[src/rtl/id_ex_decode_stage_pkg.sv]
// Shared definitions for the ID/EX decode stage: AluType codes (also used by the ALU) and
// RV32I major opcodes.
package id_ex_decode_stage_pkg;

    typedef enum logic [3:0] {
        ALU_ADD  = 4'd0,
        ALU_SUB  = 4'd1,
        ALU_SLL  = 4'd2,
        ALU_SLT  = 4'd3,
        ALU_SLTU = 4'd4,
        ALU_XOR  = 4'd5,
        ALU_SRL  = 4'd6,
        ALU_SRA  = 4'd7,
        ALU_OR   = 4'd8,
        ALU_AND  = 4'd9,
        ALU_LUI  = 4'd10
    } alu_type_e;

    localparam logic [6:0] OPC_OP     = 7'b0110011;
    localparam logic [6:0] OPC_OPIMM  = 7'b0010011;
    localparam logic [6:0] OPC_LOAD   = 7'b0000011;
    localparam logic [6:0] OPC_STORE  = 7'b0100011;
    localparam logic [6:0] OPC_BRANCH = 7'b1100011;
    localparam logic [6:0] OPC_LUI    = 7'b0110111;
    localparam logic [6:0] OPC_AUIPC  = 7'b0010111;
    localparam logic [6:0] OPC_JAL    = 7'b1101111;
    localparam logic [6:0] OPC_JALR   = 7'b1100111;

    // alt selects SUB over ADD and SRA over SRL; ignored for the other funct3 values
    function automatic alu_type_e alu_from_funct3(input logic [2:0] funct3, input logic alt);
        alu_type_e res;
        res = ALU_ADD;
        case (funct3)
            3'b000: res = alt ? ALU_SUB : ALU_ADD;
            3'b001: res = ALU_SLL;
            3'b010: res = ALU_SLT;
            3'b011: res = ALU_SLTU;
            3'b100: res = ALU_XOR;
            3'b101: res = alt ? ALU_SRA : ALU_SRL;
            3'b110: res = ALU_OR;
            3'b111: res = ALU_AND;
            default: res = ALU_ADD;
        endcase
        return res;
    endfunction

endpackage

[src/rtl/id_ex_decode_stage_imm_gen.sv]
// Immediate generator: builds the sign-extended RV32I immediate selected by the opcode.
module id_ex_decode_stage_imm_gen
    import id_ex_decode_stage_pkg::*;
(
    input  logic [31:0] i_instr,
    output logic [31:0] o_imm
);

    logic [31:0] w_imm_i;
    logic [31:0] w_imm_s;
    logic [31:0] w_imm_b;
    logic [31:0] w_imm_u;
    logic [31:0] w_imm_j;

    assign w_imm_i = {{20{i_instr[31]}}, i_instr[31:20]};
    assign w_imm_s = {{20{i_instr[31]}}, i_instr[31:25], i_instr[11:7]};
    assign w_imm_b = {{19{i_instr[31]}}, i_instr[31], i_instr[7], i_instr[30:25],
                      i_instr[11:8], 1'b0};
    assign w_imm_u = {i_instr[31:12], 12'b0};
    assign w_imm_j = {{11{i_instr[31]}}, i_instr[31], i_instr[19:12], i_instr[20],
                      i_instr[30:21], 1'b0};

    always_comb begin
        o_imm = 32'd0;
        case (i_instr[6:0])
            OPC_OPIMM, OPC_LOAD, OPC_JALR: o_imm = w_imm_i;
            OPC_STORE:                     o_imm = w_imm_s;
            OPC_BRANCH:                    o_imm = w_imm_b;
            OPC_LUI, OPC_AUIPC:            o_imm = w_imm_u;
            OPC_JAL:                       o_imm = w_imm_j;
            default:                       o_imm = 32'd0;
        endcase
    end

endmodule

[src/rtl/id_ex_decode_stage.sv]
// RV32I decode stage: decodes the fetched instruction and registers ALU operands, AluType and
// control into the ID/EX register, with valid/ready backpressure, stall hold and flush.
module id_ex_decode_stage
    import id_ex_decode_stage_pkg::*;
#(
    parameter int unsigned XLEN     = 32,
    parameter logic [31:0] RESET_PC = 32'h0
) (
    input  logic            i_clk,
    input  logic            i_rst,
    input  logic            i_if_valid,
    input  logic [31:0]     i_if_instr,
    input  logic [XLEN-1:0] i_if_pc,
    output logic            o_id_ready,
    input  logic            i_ex_stall,
    input  logic            i_flush,
    output logic [4:0]      o_rs1_addr,
    output logic [4:0]      o_rs2_addr,
    input  logic [XLEN-1:0] i_rf_rdata1,
    input  logic [XLEN-1:0] i_rf_rdata2,
    output logic            o_ex_valid,
    output logic [XLEN-1:0] o_ex_pc,
    output logic [XLEN-1:0] o_ex_operand1,
    output logic [XLEN-1:0] o_ex_operand2,
    output logic [3:0]      o_ex_alu_type,
    output logic [XLEN-1:0] o_ex_imm,
    output logic [XLEN-1:0] o_ex_rs2_data,
    output logic [4:0]      o_ex_rd,
    output logic [2:0]      o_ex_funct3,
    output logic            o_ex_reg_write,
    output logic            o_ex_mem_read,
    output logic            o_ex_mem_write,
    output logic            o_ex_branch,
    output logic            o_ex_jump,
    output logic            o_ex_illegal
);

    logic [6:0]      w_opcode;
    logic [2:0]      w_funct3;
    logic [6:0]      w_funct7;
    logic [4:0]      w_rd;
    logic [31:0]     w_imm;
    logic [XLEN-1:0] w_op1;
    logic [XLEN-1:0] w_op2;
    alu_type_e       w_alu;
    logic            w_rw;
    logic            w_mr;
    logic            w_mw;
    logic            w_br;
    logic            w_jp;
    logic            w_ill;

    assign w_opcode   = i_if_instr[6:0];
    assign w_funct3   = i_if_instr[14:12];
    assign w_funct7   = i_if_instr[31:25];
    assign w_rd       = i_if_instr[11:7];
    assign o_rs1_addr = i_if_instr[19:15];
    assign o_rs2_addr = i_if_instr[24:20];
    assign o_id_ready = !i_ex_stall;

    id_ex_decode_stage_imm_gen u_imm_gen (
        .i_instr (i_if_instr),
        .o_imm   (w_imm)
    );

    always_comb begin
        w_op1 = i_rf_rdata1;
        w_op2 = i_rf_rdata2;
        w_alu = ALU_ADD;
        w_rw  = 1'b0;
        w_mr  = 1'b0;
        w_mw  = 1'b0;
        w_br  = 1'b0;
        w_jp  = 1'b0;
        w_ill = 1'b0;
        case (w_opcode)
            OPC_OP: begin
                if (w_funct7 == 7'h00 ||
                    (w_funct7 == 7'h20 && (w_funct3 == 3'b000 || w_funct3 == 3'b101))) begin
                    w_alu = alu_from_funct3(w_funct3, w_funct7[5]);
                    w_rw  = 1'b1;
                end else begin
                    w_ill = 1'b1;
                end
            end
            OPC_OPIMM: begin
                w_rw = 1'b1;
                // shifts take shamt from the rs2 field; instr[30] only matters for SRAI
                if (w_funct3 == 3'b001 || w_funct3 == 3'b101) begin
                    w_op2 = {{(XLEN-5){1'b0}}, i_if_instr[24:20]};
                    w_alu = alu_from_funct3(w_funct3, i_if_instr[30]);
                end else begin
                    w_op2 = w_imm;
                    w_alu = alu_from_funct3(w_funct3, 1'b0);
                end
            end
            OPC_LOAD: begin
                w_op2 = w_imm;
                w_rw  = 1'b1;
                w_mr  = 1'b1;
            end
            OPC_STORE: begin
                w_op2 = w_imm;
                w_mw  = 1'b1;
            end
            OPC_BRANCH: begin
                w_alu = ALU_SUB;
                w_br  = 1'b1;
            end
            OPC_LUI: begin
                w_op1 = '0;
                w_op2 = w_imm;
                w_alu = ALU_LUI;
                w_rw  = 1'b1;
            end
            OPC_AUIPC: begin
                w_op1 = i_if_pc;
                w_op2 = w_imm;
                w_rw  = 1'b1;
            end
            OPC_JAL, OPC_JALR: begin
                w_op1 = i_if_pc;
                w_op2 = XLEN'(4);
                w_jp  = 1'b1;
                w_rw  = 1'b1;
            end
            default: w_ill = 1'b1;
        endcase
    end

    always_ff @(posedge i_clk) begin
        if (i_rst) begin
            o_ex_valid     <= 1'b0;
            o_ex_pc        <= RESET_PC;
            o_ex_operand1  <= '0;
            o_ex_operand2  <= '0;
            o_ex_alu_type  <= 4'd0;
            o_ex_imm       <= '0;
            o_ex_rs2_data  <= '0;
            o_ex_rd        <= 5'd0;
            o_ex_funct3    <= 3'd0;
            o_ex_reg_write <= 1'b0;
            o_ex_mem_read  <= 1'b0;
            o_ex_mem_write <= 1'b0;
            o_ex_branch    <= 1'b0;
            o_ex_jump      <= 1'b0;
            o_ex_illegal   <= 1'b0;
        end else if (i_flush) begin
            o_ex_valid     <= 1'b0;
            o_ex_reg_write <= 1'b0;
            o_ex_mem_read  <= 1'b0;
            o_ex_mem_write <= 1'b0;
            o_ex_branch    <= 1'b0;
            o_ex_jump      <= 1'b0;
            o_ex_illegal   <= 1'b0;
        end else if (!i_ex_stall) begin
            o_ex_valid     <= i_if_valid;
            o_ex_pc        <= i_if_pc;
            o_ex_operand1  <= w_op1;
            o_ex_operand2  <= w_op2;
            o_ex_alu_type  <= w_alu;
            o_ex_imm       <= w_imm;
            o_ex_rs2_data  <= i_rf_rdata2;
            o_ex_rd        <= w_rd;
            o_ex_funct3    <= w_funct3;
            o_ex_reg_write <= i_if_valid && w_rw && (w_rd != 5'd0);
            o_ex_mem_read  <= i_if_valid && w_mr;
            o_ex_mem_write <= i_if_valid && w_mw;
            o_ex_branch    <= i_if_valid && w_br;
            o_ex_jump      <= i_if_valid && w_jp;
            o_ex_illegal   <= i_if_valid && w_ill;
        end
    end

endmodule
[config.mk]
export PLATFORM = sky130hd
export DESIGN_NAME = id_ex_decode_stage
export DESIGN_NICKNAME = d
export VERILOG_FILES = /design/src/rtl/id_ex_decode_stage_pkg.sv /design/src/rtl/id_ex_decode_stage_imm_gen.sv /design/src/rtl/id_ex_decode_stage.sv
export SDC_FILE = /design/constraint.sdc
export NUM_CORES = 1
export LEC_CHECK = 0
export ABC_AREA = 1
export CORE_UTILIZATION = 41
export CTS_BUF_LIST = sky130_fd_sc_hd__clkbuf_2 sky130_fd_sc_hd__clkbuf_4 sky130_fd_sc_hd__clkbuf_8
export CTS_CLUSTER_SIZE = 10
export DETAILED_ROUTE_END_ITERATION = 8
export PLACE_DENSITY = 0.88
export SKIP_CTS_REPAIR_TIMING = 1
export SYNTH_ARGS = -nofsm -noshare
export SYNTH_HDL_FRONTEND = slang
export SYNTH_SLANG_ARGS = --single-unit
[constraint.sdc]
create_clock -name i_clk -period 1.5 [get_ports i_clk]
set_input_delay 0.15 -clock i_clk [delete_from_list [all_inputs] [get_ports i_clk]]
set_output_delay 0.15 -clock i_clk [all_outputs]
set_load 0.1 [all_outputs]
Yosys cells after proc, flatten, opt, wreduce, memory -nomap -nowiden
Memory sizes are Yosys's and may differ from the RTL's.
Index checks and enable logic that the tools add are counted.
Widths: inputs -> output; s select.
- register bits: 179
- ROM bits: 32
- bits of input ports: 133
- word-level logic and storage cells: 77
- memories kept: 1
- eq/ne operators: 17
- muxes and demuxes: 18
- bitwise operators: 2
- reduce and logical (&&, ||, !) cells: 24
- memories (name ; words ; bits a word ; read ports ; clocked after Yosys merged registers in ; wr ports ; RTL line ; RTL):
    (no name shown) ; 8 ; 4 ; 1 ; 0 ; 0 ; id_ex_decode_stage_pkg.sv:33 ; case (funct3)
- operator list (kind ; count):
    $pmux 32 s5 ; 1
    $pmux 32 s3 ; 1
    $pmux 32 s2 ; 1
    $mux 32 ; 1
    $pmux 4 s8 ; 1
    $eq 7x6->1 const B ; 4
    $eq 7x7->1 const B ; 3
    $pmux 4 s4 ; 1
    $eq 7x5->1 const B ; 2
    $eq 3x3->1 const B ; 4
    $logic_and 1x1->1 ; 8
    $mux 1 ; 8
    $mux 4 ; 2
    $reduce_or 8->1 ; 1
    $eq 7x2->1 const B ; 1
    $logic_not 7->1 ; 1
    $eq 3x2->1 const B ; 2
    $reduce_or 2->1 ; 3
    $reduce_or 3->1 ; 2
    $reduce_or 6->1 ; 1
    $reduce_bool 5->1 ; 1
    $pmux 1 s2 ; 2
    $reduce_or 4->1 ; 1
    $eq 3x1->1 const B ; 1
    other kinds (5) ; 8

Logic depth before layout (Yosys ltp)
- word-level depth: 8
- depth in mapped cells: 12
- mapped depth without buffers: 11

Modules after synthesis
A second synthesis with hierarchy kept.
- cells, all modules: 1247
- area, all modules: 8594.5 um^2
- by module, submodules not included (module ; instances ; cells an instance ; area each (um^2)):
    id_ex_decode_stage ; 1 ; 1084 ; 7835.0
    id_ex_decode_stage_imm_gen ; 1 ; 163 ; 759.5

Worst setup path before layout
OpenSTA, ideal clock, no wires.
- path type: in2reg
- from: input i_ex_stall
- to: register o_ex_illegal
- arrival: 1436 ps
- required time: 1430 ps
- setup slack: -6 ps
- cell stages on the path: 6
- buffers on the path: 1
- cell sequence: buf_2 inv_1 nand2_1 inv_1 nand3_1 a21oi_1
- RTL lines (element ; RTL line ; RTL):
    from (decl) ; id_ex_decode_stage.sv:15 ; input logic i_ex_stall,
    to (signal assigned) ; id_ex_decode_stage.sv:171 ; o_ex_illegal <= i_if_valid && w_ill;
    to (decl) ; id_ex_decode_stage.sv:35 ; output logic o_ex_illegal

Worst setup path after layout
- from: input i_if_instr[14]
- to: register o_ex_alu_type[0]
- cells in the longest elaborated chain, start to end: 6
- elaborated cells on any way between the ends: 17
- classes of those cells: 7 x eq/ne; 4 x mux; 5 x reduce/logical; 1 x memory
- RTL lines (element ; RTL line ; RTL):
    from (decl) ; id_ex_decode_stage.sv:12 ; input logic [31:0] i_if_instr,
    parallel branches: the longest is 5 deep, another holds $pmux 4 s8 ; -- ;
    $pmux 4 s4 * ; id_ex_decode_stage.sv:76 ; case (w_opcode)
    to (signal assigned) ; id_ex_decode_stage.sv:161 ; o_ex_alu_type <= w_alu;
    to (decl) ; id_ex_decode_stage.sv:25 ; output logic [3:0] o_ex_alu_type,
Every way passes the cells marked *.
A chain may end at the register's enable or synchronous reset.

==> flow_summary.json <==
{
  "design.die.area_um2": 20600,
  "max_freq_mhz": 661,
  "pin_count": 323,
  "ant_nets": 0,
  "synth-seq-area-share_pct": 43.6,
  "stdcell_count": 1786,
  "timing.max_slew.rel_slack_pct": 64.8,
  "hold_viol": 0,
  "p_leak_nw": 6.77,
  "wirelength_um": 33500,
  "crit_path_max_incr_delay_ns": 0.57,
  "crit_required_ns": 1.82,
  "dieWidth_um": 144,
  "synth-async-reset-ratio_pct": 0,
  "ctsRootBufferMaster": "clkbuf_8",
  "ys.flop_type": "dfxtp_1",
  "fin_worst_skew_ns": 0,
  "synth_area_leaders": "dfxtp_1 (44%), nand2_1 (9.8%), o21ai_0 (8.0%), nor2_1 (7.2%), a21oi_1 (6.8%)",
  "drtPass1Iterations": 6,
  "worst_ir_drop_vdd_mv": 0.657,
  "syn_area_um2": 8230,
  "routedWlPerCell_um": 18.8,
  "core_um2": 19600,
  "synth-edff-count": 0,
  "yosysMostFrequentCell": "nand2_1",
  "maxCapViolations": 0,
  "first_iter_violations": 570,
  "worst_pin_slew_ns": 0.528,
  "finalSetupViolCount": 1,
  "final_net_count": 1644,
  "clk_path_buf_depth": 2,
  "violations": "negative setup slack",
  "setup_ws_ns": -0.0128,
  "die_y_um": 144,
  "synth_fp_nets": 1275,
  "numClockSinks": 179,
  "grt_pass1_vias": 9248,
  "detailed_place_hpwl_um": 24600,
  "clk_latency_ns": 0.44,
  "yosys.area.top_type_share_pct": 43.6,
  "place.gp.congestion": 0.933,
  "cts.clk_slew.worst_paths_ns": 0.10,
  "cp_max_fo": 5,
  "grt_pass1_wl_um": 47600,
  "final_core_util_pct": 76.3,
  "crit_path_top_delay_cell": "clkdlybuf4s50_1",
  "status": "complete, but fails checks",
  "avgSynthCellArea_um2": 7.23,
  "cts_tree": "yes",
  "cp_common_cell": "nand2_1",
  "drc": 0,
  "cp_cell_sequence": "clkdlybuf4s50_1, inv_1, buf_4, nand2_1, nand2_1, o21ai_0, o211ai_1, nand2_1, a21oi_1",
  "end_kind": "flop",
  "drv_slew": 0,
  "vias": 9312,
  "finalCritPeriodShare_pct": 101,
  "grt_antenna_before_repair": 4,
  "h-tree-depth": 4,
  "placedCellCount": 1743,
  "drive_gt1_share_pct": 28.5,
  "syn_inst": 1138,
  "cts_made_buffers": 17,
  "grt-ovfl-total": 0,
  "ys_top_cells_by_count": "nand2_1 (214), dfxtp_1 (179), nor2_1 (158)",
  "grt_max_degree": 79,
  "grt_usage_pct": 30.2,
  "post-route-min-period_ns": 1.51,
  "min_path_type": "input port to flop",
  "synth_cell_type_count": 35,
  "initial_core_util_pct": 42.0,
  "num_rows": 51,
  "pwr_density_cell_nw_per_um2": 918,
  "start_kind": "input port",
  "cp_top_family": "buffers and inverters",
  "synth-seq-cells": 179,
  "vias_per_cell": 5.21,
  "critPathArrivalTime_ns": 1.83,
  "worstSetupPathType": "input port to flop",
  "numPortBuffers": 322,
  "syn_to_final_growth_pct": 81.6,
  "yosysWarnings": 0,
  "cp_num_buf_inv": 3,
  "yosysTopAreaCell": "dfxtp_1"
}
-- layer usage --
layer	wire (um)	global-route usage (%)
met1	11500	30.5
met2	16900	55.3
met3	3260	9.63
met4	1880	16.0
met5	27	0
-- tightest hold or removal path: stages --
cell and delay [ns]:
buf_4 0.17, nor2_1 0.07, o21ai_1 0.06, inv_1 0.04
-- cells in the final DEF (no fill, tap or decap), drive strengths merged, types with 2 or more instances in the layout --
cell type	instances
clkdlybuf4s50	122
clkbuf	24
o21ai	145
inv	134
nand2	225
o211ai	16
ha	4
clkinv	4
bufinv	3
clkinvlp	2
buf	293
a21oi	148
dlymetal6s2s	9
nor2	184
nor3	2
diode	2
nand3	17
dfxtp	179
nand4	3
-- stage by stage --
step                      power, mW  hold WS, ns  TNS [ns]  cell area (um2)  worst slack, ns
final                          13.7       0.0687   -0.0128            14900          -0.0128
after global placement         9.99        0.483    -62.62            14200           -0.871
after detailed placement       10.1        0.489    -69.69            14200           -0.964
after global routing           14.2       0.0781   -0.0189            14900          -0.0189
after CTS                      13.7       0.0376    -11.65            14600           -0.468
after floorplan                8.00        0.285         0             8230           0.0853
-- cell type report --
type                            count  area [um2]
Timing Repair Buffer              428        6210
Fill cell                        1204        4650
Multi-Input combinational cell    749        3860
Sequential cell                   179        3580
Inverter                          132         504
Tap cell                          265         332
Clock buffer                       20         275
Clock inverter                     11         169
Antenna cell                        2        5.00
-- final timing paths --
kind                          start                end  slack [ns]  depth (start not counted)
hold reg to reg   o_ex_rs2_data[28]  o_ex_rs2_data[28]        0.50                          2
setup / recovery     i_if_instr[14]   o_ex_alu_type[0]       -0.01                          9
setup reg to reg        o_ex_imm[0]        o_ex_imm[0]        0.58                          4
hold / removal                i_rst  o_ex_operand1[23]        0.07                          4
-- where the power goes --
group / total [mW] / internal (mW) / leakage, nW / switching, mW
registers: 5.30 / 5.01 / 1.47 / 0.287
logic: 4.75 / 1.76 / 5.08 / 2.99
clock network: 3.66 / 1.82 / 0.221 / 1.84
total: 13.7 / 8.59 / 6.77 / 5.12
-- cell families (layout without fill, tap and decap cells) --
group / after synthesis / after routing / share of synthesized area [%]
adders and majority gates: 4 / 4 / 0.608
buffers and inverters: 210 / 591 / 11.2
DFF: 179 / 179 / 43.6
AOI/OAI and AO/OA: 311 / 311 / 21.2
and+or+nand+nor: 434 / 434 / 23.5
other: 0 / 2 / 0
-- flip-flops by register name (all words and copies together) (netlist names), 3 cells and up --
register / flops
o_ex_operand2: 32
o_ex_operand1: 32
o_ex_rd: 5
o_ex_rs2_data: 32
o_ex_imm: 32
o_ex_alu_type: 4
o_ex_pc: 32
o_ex_funct3: 3
No activity file was read; power rests on OpenSTA's default activity.
